## src/rtl/mem_port_arbiter_pkg.sv

```systemverilog
// Shared types and widths for the instruction/data memory port arbiter.
package mem_pkg;
   localparam int WORD_W = 32;
   localparam int STRB_W = 4;

   typedef enum logic [1:0] {IDLE, BUSY_I, BUSY_D} state_t;
   typedef enum logic {INSTR, DATA} grant_t;
endpackage

```

## src/rtl/mem_port_arbiter_rr_pick2.sv

```systemverilog
// Two-way round-robin tie-breaker: on a tie the requester not granted last wins.
module rr_pick2
   import mem_pkg::*;
(
   input  logic   elig_i,
   input  logic   elig_d,
   input  grant_t last_grant,
   output logic   valid,
   output grant_t grant
);
   always_comb begin
      valid = elig_i | elig_d;
      grant = INSTR;
      if (elig_i && elig_d)
         grant = (last_grant == INSTR) ? DATA : INSTR;
      else if (elig_d)
         grant = DATA;
   end
endmodule

```

## src/rtl/mem_port_arbiter.sv

```systemverilog
// Shares one memory port between fetch and load/store, with redirect discard
// and a per-transaction timeout abort.
module mem_port_arbiter
   import mem_pkg::*;
#(
   parameter int unsigned AW      = 32,
   parameter int unsigned TIMEOUT = 64,
   parameter int unsigned CW      = 7
) (
   input  logic              clk,
   input  logic              rst,
   input  logic              i_req,
   input  logic [AW-1:0]     i_addr,
   input  logic              i_flush,
   output logic              i_rdy,
   output logic [WORD_W-1:0] i_rdata,
   output logic              i_err,
   input  logic              d_req,
   input  logic              d_we,
   input  logic [AW-1:0]     d_addr,
   input  logic [WORD_W-1:0] d_wdata,
   input  logic [STRB_W-1:0] d_wstrb,
   output logic              d_rdy,
   output logic [WORD_W-1:0] d_rdata,
   output logic              d_err,
   output logic              mem_req,
   output logic              mem_we,
   output logic [AW-1:0]     mem_addr,
   output logic [WORD_W-1:0] mem_wdata,
   output logic [STRB_W-1:0] mem_wstrb,
   input  logic              mem_drdy,
   input  logic [WORD_W-1:0] mem_rdata
);
   state_t        state;
   grant_t        last_grant;
   grant_t        grant;
   logic          grant_valid;
   logic          flush_pend;
   logic [CW-1:0] cnt;
   logic          timed_out;

   // A requester whose rdy is high this cycle is still finishing; don't regrant it.
   rr_pick2 u_pick (
      .elig_i     (i_req && !i_rdy),
      .elig_d     (d_req && !d_rdy),
      .last_grant (last_grant),
      .valid      (grant_valid),
      .grant      (grant)
   );

   assign timed_out = (cnt == CW'(TIMEOUT - 1));

   always_ff @(posedge clk) begin
      if (rst) begin
         state      <= IDLE;
         last_grant <= INSTR;
         flush_pend <= 1'b0;
         cnt        <= '0;
         i_rdy      <= 1'b0;
         i_rdata    <= '0;
         i_err      <= 1'b0;
         d_rdy      <= 1'b0;
         d_rdata    <= '0;
         d_err      <= 1'b0;
         mem_req    <= 1'b0;
         mem_we     <= 1'b0;
         mem_addr   <= '0;
         mem_wdata  <= '0;
         mem_wstrb  <= '0;
      end else begin
         i_rdy <= 1'b0;
         d_rdy <= 1'b0;
         case (state)
            IDLE: begin
               flush_pend <= 1'b0;
               cnt        <= '0;
               if (grant_valid) begin
                  last_grant <= grant;
                  mem_req    <= 1'b1;
                  if (grant == DATA) begin
                     state     <= BUSY_D;
                     mem_we    <= d_we;
                     mem_addr  <= d_addr;
                     mem_wdata <= d_wdata;
                     mem_wstrb <= d_we ? d_wstrb : '0;
                  end else begin
                     state     <= BUSY_I;
                     mem_we    <= 1'b0;
                     mem_addr  <= i_addr;
                     mem_wdata <= '0;
                     mem_wstrb <= '0;
                  end
               end
            end
            BUSY_I: begin
               if (mem_drdy || timed_out) begin
                  state   <= IDLE;
                  mem_req <= 1'b0;
                  // A redirect seen at any point, including the final cycle, drops the result.
                  if (!(flush_pend || i_flush)) begin
                     i_rdy   <= 1'b1;
                     i_err   <= !mem_drdy;
                     i_rdata <= mem_drdy ? mem_rdata : '0;
                  end
               end else begin
                  cnt <= cnt + 1'b1;
                  if (i_flush)
                     flush_pend <= 1'b1;
               end
            end
            BUSY_D: begin
               if (mem_drdy || timed_out) begin
                  state   <= IDLE;
                  mem_req <= 1'b0;
                  d_rdy   <= 1'b1;
                  d_err   <= !mem_drdy;
                  d_rdata <= (mem_drdy && !mem_we) ? mem_rdata : '0;
               end else begin
                  cnt <= cnt + 1'b1;
               end
            end
            default: state <= IDLE;
         endcase
      end
   end
endmodule

```

## config.mk

```make
export PLATFORM = sky130hd
export DESIGN_NAME = mem_port_arbiter
export DESIGN_NICKNAME = d
export VERILOG_FILES = /design/src/rtl/mem_port_arbiter_pkg.sv /design/src/rtl/mem_port_arbiter_rr_pick2.sv /design/src/rtl/mem_port_arbiter.sv
export SDC_FILE = /design/constraint.sdc
export NUM_CORES = 1
export LEC_CHECK = 0
export BUFFER_PORTS_ARGS = -buffer_cell sky130_fd_sc_hd__buf_4
export CAP_MARGIN = 20
export CORE_MARGIN = 3
export CORE_UTILIZATION = 45
export DETAILED_ROUTE_END_ITERATION = 8
export PLACE_DENSITY = 0.74
export SYNTH_ARGS = -nofsm -noshare
export SYNTH_HDL_FRONTEND = slang
export SYNTH_SLANG_ARGS = --single-unit
```

## constraint.sdc

```tcl
create_clock -name clk -period 2.8 [get_ports clk]
set_input_delay 0.28 -clock clk [delete_from_list [all_inputs] [get_ports clk]]
set_output_delay 0.28 -clock clk [all_outputs]
set_load 0.03 [all_outputs]
```

* Word level (Yosys, flattened, before mapping) *
Cells that the tools add are included.

word-level totals
  register bits after elaboration = 149
  output and inout port bits = 138

cells by class
  $add $sub $neg = 1
  equal/unequal tests = 8
  mux-type cells = 24
  bitwise operators = 5
  reduce and logical (&&, ||, !) cells = 23

operators with widths
  operator                                             count
  two-way mux 32 bit                                   4
  one-hot mux 7 bit (2 select lines)                   1
  two-way mux 1 bit                                    10
  AND reduction 3 bit                                  3
  two-way mux 4 bit                                    2
  != test 2 bit, second input constant                 4
  AND reduction 2 bit                                  4
  adder 7 x 1 -> 7 bit, second input constant          1
  equality test 7 x 6 -> 1 bit, second input constant  1
  two-way mux 7 bit                                    1
  two-way mux 2 bit                                    3
  logical AND 1 bit                                    4
  zero test 1 bit                                      4
  NOT 1 bit                                            4
  one-hot mux 1 bit (2 select lines)                   2
  one-hot mux 2 bit (2 select lines)                   1
  nonzero test 2 bit                                   2
  OR reduction 2 bit                                   2
  OR reduction 3 bit                                   1
  equality test 2 x 1 -> 1 bit, second input constant  1
  equality test 2 bit, second input constant           1
  zero test 2 bit                                      1
  logical OR 1 bit                                     2
  != test 2 x 1 -> 1 bit, second input constant        1
  bitwise OR 1 bit                                     1

* Longest topological paths before layout *
Gate-level depths: netlist (run 1).

  depth in word-level cells = 7
  gate-level depth with buffers = 8
  mapped depth without buffers = 6

* Cells and area by module *
From an unflattened synthesis (run 1), not the netlist that was laid out.

unflattened totals
  cells, all modules = 638
  area, all modules = 5811.8 um^2

by module, submodules not included
  module            instances  cells an instance  area an instance (um^2)
  mem_port_arbiter  1          636                5798.1
  rr_pick2          1          2                  13.8

* Least setup slack after synthesis (run 1) *
No wires, ideal clock.

  kind = reg2reg
  from = reg state[0]
  to = reg cnt[5]
  data arrival time = 1.574 ns
  required time = 2.730 ns
  path slack = 1.156 ns
  cell stages (with the launch flop) = 7
  period minus slack after synthesis = 1.644 ns
  path through = dfxtp_1 inv_1 ha_1 nor2b_2 o21ai_2 or4_1 a21oi_1

between the ends
  longest elaborated chain between the ends = 4
  elaborated cells between the ends (all ways) = 8

RTL lines
  what                                                                        RTL line                 text
  from (decl)                                                                 mem_port_arbiter.sv:34   state_t state;
  from (signal assigned)                                                      mem_port_arbiter.sv:55   state <= IDLE;
  from (signal assigned)                                                      mem_port_arbiter.sv:81   state <= BUSY_D;
  from (signal assigned)                                                      mem_port_arbiter.sv:87   state <= BUSY_I;
  equality test 2 bit / equality test 2 x 1 -> 1 bit (equally long branches)  mem_port_arbiter.sv:73   case (state)
  OR reduction 2 bit (no line)                                                --
  != test 2 bit (no line) / nonzero test 2 bit (equally long branches)        --
  AND reduction 2 bit (no line)                                               --
  to (signal assigned)                                                        mem_port_arbiter.sv:106  cnt <= cnt + 1'b1;
  to (signal assigned)                                                        mem_port_arbiter.sv:119  cnt <= cnt + 1'b1;
  to (decl)                                                                   mem_port_arbiter.sv:39   logic [CW-1:0] cnt;

Several ways; a longest one is shown, not always the timed one.
A chain may end at the register's enable or synchronous reset.

* Final worst setup path (run 1) *
  from = reg cnt[0]
  to = reg d_rdata[24]

between the ends
  longest elaborated chain between the ends = 3

RTL lines
  what                           RTL line                 text
  equality test 7 x 6 -> 1 bit   mem_port_arbiter.sv:51   assign timed_out = (cnt == CW'(TIMEOUT - 1));
  logical OR 1 bit               mem_port_arbiter.sv:112  if (mem_drdy || timed_out) begin
  AND reduction 2 bit (no line)  --
  to (signal assigned)           mem_port_arbiter.sv:117  d_rdata <= (mem_drdy && !mem_we) ? mem_rdata : '0;
  to (decl)                      mem_port_arbiter.sv:24   output logic [WORD_W-1:0] d_rdata,

No other way between the ends.

==> impl_results.md, run 1 <==
- Status: finished clean
- CTS tree: done
- Total GRT Usage: 0.222
- EDFF count, synth: 0
- Startpoint Class: register
- HPWL after DPL: roughly 12000 um
- Final Non-Filler Cells: 1079
- CP cell instances: ha_1 > and3_4 > a21oi_4 > nor2b_4 > buf_4 > mux2i_1
- Chip width: 122 um
- RR Startpoint: cnt[0]
- Area contributors post-synth: dfxtp_1, mux2i_1, nor2_1
- TNS Setup: 0 ns
- Pwr Density: approximately 660 nW/um2
- Critical Path End Type: register
- Max VDD drop: ~0.35 mV
- Final wirelength: 17000 um
- CTS clock-pin slew for the worst setup and hold paths: approximately 0.060 ns
- Internal reg-to-reg setup slack: between 0.9 and 1 ns
- Vias per cell: 5.10
- Area leader, netlist: dfxtp_1
- Main flop type after synthesis: dfxtp_1
- Buffers added on ports: about 280
- Final Skew: 0.00667 ns
- Clk buf depth: 2
- Tcrit/Tclk final: 0.656
- Register area share after synthesis: 0.494
- Post-CTS Hold Fix Bufs: 0
- R2r endpoint: d_rdata[24]
- Fmax: 544 MHz
- GPL Wtd Cong: 0.815
- Max-Cap Viols: 0
- Unrepaired setup endpoints after global routing: false
- Root Driver: clkbuf_16
- Tmin final: 1.84 ns
- Slew @ Worst Pin: 0.727 ns
- Ant. Diodes: 0
- Rows: just over 40
- Area share of the largest cell type after synthesis: 0.494
- P&R area growth vs syn: 44.1%
- Layout cells sized above 1: 0.365
- Total CTS buffers: 17
- Critical Path Source: cnt[0]
- HP Class: in2reg
- Placed cell count: 1047
- Setup Fix Bufs, Post-CTS: 0
- Core Box Area: 12900 um2
- Cell area after synthesis: 6040 um2
- Via Count: roughly 5500
- Yosys reg bits: between 100 and 150
- DRC errors left: 0
- Total gr overflow: 0
- Wire per inst: 15.8 um
- Die H: roughly 120 um
- Worst relative slew slack: 0.515
- Leakage: about 3.8 nW
- Commonest non-fill, non-tap cells in the layout: buf_4, dfxtp_1, nor2_1
- Worst Path Arrival: approximately 2.2 ns
- CP Max Fanout: 32
- Synth async-reset ratio: 0
- Clock latency on the worst-skew pair: about 0.42 ns
- Die area: 14800 um2
- Critical-path cell with the highest stage delay: buf_4
- First-pass GRT wire length: ~26000 um
- H-Tree Level Count: 4
- Yosys warns: 0
- # nets final: 1038
- Post-route ant nets: 0
- Hold Fails Final Rpt: 0
- Worst setup endpoint: d_rdata[24]
- Syn_nets: ~780
- Setup violators final: 0
- # clock sinks: about 150
- R2R depth: 6
- Worst hold start: d_wdata[9]
- Final Slew Violations: 0
- Initial Util: 0.469
- Crit-path max cell delay: 0.46 ns
- # IOs: roughly 280
- Largest net degree at the start of global routing: 65
- Cells after synthesis: 640
- Most common cell after layout, fill and taps aside: buf_4
- Vias in the first global route: 5467
- Post-cts resize count: 0
- Initial antenna violation count: 0
- Crit path kind: reg2reg
- Syn_area_per_cell: about 9.4 um2
- Pre-Repair DR Iteration Count: 4
- Initial DRC Count: around 320
- Synth cell types: 47
- Data required, critical path: roughly 3.1 ns
==> through the flow <==
step                setup WS, ns  power, mW  utilization  cell area (um2)  hold WS [ns]
floorplan                   1.16       3.12            -             6040         0.376
global placement            1.05       3.56        0.630             8110         0.423
detailed placement         0.977       3.59        0.630             8110         0.434
CTS                        0.955       5.83        0.676             8700        0.0819
global route               0.842       6.01        0.676             8700         0.108
finish                     0.962       5.78        0.676             8700         0.100
==> state kept, by name, summed over array words and instances (netlist names) <==
register / cells
mem_req: 1
flush_pend: 1
i_rdy: 1
mem_addr: 32
mem_wdata: 32
d_rdy: 1
d_err: 1
i_err: 1
mem_wstrb: 4
i_rdata: 32
mem_we: 1
last_grant: 1
state: 2
d_rdata: 32
cnt: 7
==> layout make-up <==
class                           count  area, um2
Timing Repair Buffer              287       2170
Fill cell                        1027       4180
Clock buffer                       24        492
Sequential cell                   149       2980
Clock inverter                      8       97.6
Multi-Input combinational cell    433       2720
Tap cell                          172        215
Inverter                            6       22.5
==> worst min path at each step <==
stage | slack [ns] | to | cells after the start
after floorplan | 0.38 | d_err | 1
after global placement | 0.42 | cnt[6] | 2
after detailed placement | 0.43 | cnt[6] | 2
after CTS | 0.08 | mem_wdata[9] | 3
after global routing | 0.11 | mem_wdata[25] | 3
final | 0.10 | mem_wdata[9] | 3
==> synth_stat cells, types with 3 or more instances <==
| cell type | count |
|---|---|
| dfxtp_1 | 149 |
| nor2_1 | 75 |
| nand2_1 | 67 |
| mux2i_1 | 64 |
| a21oi_1 | 41 |
| nand2b_1 | 37 |
| a211oi_1 | 34 |
| a22oi_1 | 33 |
| o21ai_0 | 27 |
| clkbuf_1 | 24 |
| buf_2 | 16 |
| o21ai_1 | 10 |
| ha_1 | 5 |
| inv_1 | 5 |
| nand3_1 | 5 |
| a32oi_1 | 4 |
| buf_6 | 4 |
| nor3_1 | 4 |
| buf_12 | 3 |
| buf_8 | 3 |
==> worst max-delay path: cells and delay by family (launching register included) <==
family | cells | cell delay (ns)
fa+ha+maj | 1 | 0.23
buf+inv | 1 | 0.46
compound gates | 1 | 0.07
flops | 1 | 0.36
simple gates | 2 | 0.33
mux | 1 | 0.27
==> logic make-up (layout without fill, tap and decap cells) <==
group                    Yosys count  in the layout  synth area share
buffers and inverters             58            325            0.0593
flip-flops                       149            149             0.494
AO/OA/AOI/OAI                    161            161             0.172
AND/OR/NAND/NOR                  202            202             0.156
XOR/XNOR                           1              1           0.00145
multiplexers                      64             64             0.106
adder cells (fa/ha/maj)            5              5            0.0104
==> routing by layer <==
metal / part of all wire / GRT usage
met5: 0 / 0
met4: 0.022 / 0.0882
met2: 0.52 / 0.397
met1: 0.39 / 0.247
met3: 0.069 / 0.0650
==> report_power, final <==
part / internal (mW) / switching, mW / total (mW)
clock network: 1.40 / 0.837 / 2.24
logic: 0.488 / 0.706 / 1.19
registers: 2.26 / 0.0810 / 2.34
(Power assumes the default switching activity.)
==> run 2, diff against run 1 <==
--- a/config.mk
+++ b/config.mk
@@ -8,9 +8,9 @@
 export BUFFER_PORTS_ARGS = -buffer_cell sky130_fd_sc_hd__buf_4
 export CAP_MARGIN = 20
 export CORE_MARGIN = 3
-export CORE_UTILIZATION = 45
+export CORE_UTILIZATION = 42
 export DETAILED_ROUTE_END_ITERATION = 8
-export PLACE_DENSITY = 0.74
+export PLACE_DENSITY = 0.73
 export SYNTH_ARGS = -nofsm -noshare
 export SYNTH_HDL_FRONTEND = slang
 export SYNTH_SLANG_ARGS = --single-unit
==> constraint.sdc (replaced) <==
create_clock -name clk -period 1.5 [get_ports clk]
set_input_delay 0.15 -clock clk [delete_from_list [all_inputs] [get_ports clk]]
set_output_delay 0.15 -clock clk [all_outputs]
set_load 0.03 [all_outputs]
==> impl_results.md, run 2 (synthesis results as in run 1) <==
- Area of the multi-input gates: 2860 um2 (+4.9%)
- Final Slew Violations: 0 (unchanged)
- Critical Path End Type: register
- Die area: 15800 um2 (+6.8%)
- Net Sw Frac: 0.285 (+0.00357)
- CP cell instances: ha_4 > and3_4 > a21oi_4 > nor2b_4 > buf_12 > mux2i_1
- Total CTS buffers: 17 (unchanged)
- # clock sinks: 149 (unchanged)
- Max-Cap Viols: 0 (unchanged)
- Core Box Area: 14000 um2 (+8.6%)
- Worst relative slew slack: 0.760 (+0.245)
- Comb pwr share: 0.248 (+0.041)
- Commonest non-fill, non-tap cells in the layout: buf_4, dfxtp_1, nor2_1
- Rows: 43 (+4.9%)
- Sw power: 3.20 mW (+97%)
- CTS clock-pin slew for the worst setup and hold paths: 0.06 ns (about the same)
- Critical-path cell with the highest stage delay: dfxtp_2
- Initial antenna violation count: 0 (unchanged)
- Setup violators final: 23 (+23)
- Worst Path Arrival: 1.88 ns (-0.30 ns)
- Int Power: 8.02 mW (+93%)
- Buffers added on ports: 276 (unchanged)
- Dpl ws: -0.176 ns (-1.15 ns)
- Unrepaired setup endpoints after global routing: true
- H-Tree Level Count: 4 (unchanged)
- Leakage: 4.35 nW (+14%)
- Wire per inst: 16.3 um (+3.2%)
- Largest net degree at the start of global routing: 75 (+15%)
- Pre-Repair DR Iteration Count: 4 (unchanged)
- Die H: 126 um (+3.3%)
- Initial Util: 0.432 (-0.0373)
- Setup ws final: -0.0596 ns (-1.02 ns)
- Total GRT Usage: 0.231 (+0.00930)
- CTS tree: done
- Clk buf depth: 2 (unchanged)
- Clock power share: 0.362 (-0.025)
- Final Skew: 0.0109 ns (+0.00426 ns)
- Root Driver: clkbuf_16
- Max VDD drop: 0.838 mV (+140%)
- Data required, critical path: 1.82 ns (-1.32 ns)
- Most common cell after layout, fill and taps aside: buf_4
- Vias in the first global route: 5955 (+8.9%)
- CP Max Fanout: 22 (-31%)
- Initial DRC Count: 312 (-2.8%)
- Register area: 2990 um2 (+0.25%)
- GPL Wtd Cong: 0.804 (-1.3%)
- # nets final: 1141 (+9.9%)
- Chip width: 126 um (+3.3%)
- Via Count: 6047 (+9.8%)
- DRC errors left: 0 (unchanged)
- Final wirelength: 19400 um (+14%)
- Status: complete, but fails checks
- Crit path kind: reg2reg
- Total gr overflow: 0 (unchanged)
- Reg power frac: 0.391 (-0.015)
- HPWL after DPL: 12900 um (+3.5%)
- Slew @ Worst Pin: 0.361 ns (-0.367 ns)
- Layout cells sized above 1: 0.394 (+0.0291)
- Clock latency on the worst-skew pair: 0.41 ns (about the same)
- Startpoint Class: register
- First-pass GRT wire length: 29800 um (+14%)
- # IOs: 277 (unchanged)
- HP Class: in2reg
- Hold Slack: 0.0158 ns (-0.0847 ns)
- Tmin final: 1.56 ns (-0.278 ns)
- Failing checks: negative setup slack
- Pwr Density: 1130 nW/um2 (+70%)
- Fmax: 641 MHz (+18%)
- P&R area growth vs syn: 64.7%
- Tcrit/Tclk final: 1.04 (+0.383)
- Hold Fails Final Rpt: 0 (unchanged)
- Vias per cell: 5.08 (-0.40%)
- Number of fill cells: 1023 (-0.39%)
- Ant. Diodes: 0 (unchanged)
- Post-route ant nets: 0 (unchanged)
- Crit-path max cell delay: 0.35 ns (-0.11 ns)
==> run 2: cell types whose count changed in the layout (fill, tap and decap cells not counted), sizes merged <==
cell	change
buf	+39
bufinv	-1
clkbuf	+5
clkinvlp	-1
dlygate4sd3	+61
==> run 2: worst max-delay path, delay by kind of cell, from the launching register on <==
| kind | cells | cell delay [ns] |
|---|---|---|
| AO/OA/AOI/OAI | 1 | 0.08 |
| adder cells (fa/ha/maj) | 1 | 0.14 |
| buffers and inverters | 1 | 0.21 |
| flip-flops | 1 | 0.35 |
| multiplexers | 1 | 0.26 |
| AND/OR/NAND/NOR | 2 | 0.42 |
==> run 2: repair_timing <==
item / 4_1_cts / 5_1_grt
hold buffers: 60 / 1
endpoints found under the setup margin: 43 / 74
setup buffers: 0 / 2
pin swaps: 2 / 1
resized for setup: 11 / 24
endpoints found under the hold margin: 71 / 1
cloned: 0 / 3
==> run 2: area by class of cell <==
cell class | count | area share
inverter | 6 | 0.00252
clock buffer | 26 | 0.0512
multi-input combinational | 433 | 0.287
tap | 180 | 0.0226
sequential | 149 | 0.301
timing repair buffer | 390 | 0.329
clock inverter | 6 | 0.00679
==> run 2: power groups by stage <==
stage	registers (mW)	clock network [mW]	logic, mW
5_1_grt	4.41	4.33	2.97
6_report	4.38	4.06	2.78
3_3_place_gp	4.45	0	2.47
3_5_place_dp	4.45	0	2.48
4_1_cts	4.38	4.15	2.62
2_1_floorplan	4.93	0	0.941
==> run 2: per-stage QoR <==
step / std cells / power, mW / instance area (um2) / util / TNS (ns)
2_1_floorplan: 640 / 5.87 / 6120 / - / -0.214
3_3_place_gp: 1092 / 6.91 / 8540 / 0.610 / -2.37
3_5_place_dp: 1092 / 6.93 / 8540 / 0.610 / -3.59
4_1_cts: 1184 / 11.1 / 9740 / 0.696 / -0.327
5_1_grt: 1190 / 11.7 / 9940 / 0.711 / -3.85
6_report: 1190 / 11.2 / 9940 / 0.711 / -0.419
==> run 2: routing by layer <==
metal	up-vias	GRT usage	part of all wire
li1	2951	-	-
met1	2800	0.273	0.39
met2	245	0.387	0.51
met3	51	0.0751	0.068
met4	0	0.0965	0.034
met5	-	0	0
==> run 2: path summary, 6_finish.rpt <==
kind	cells past startpoint	start	slack, ns	endpoint
hold reg to reg	2	cnt[6]	0.44	cnt[6]
hold / removal	3	mem_rdata[21]	0.02	i_rdata[21]
setup / recovery	6	cnt[0]	-0.06	d_rdata[0]
setup reg to reg	6	cnt[0]	-0.06	d_rdata[0]
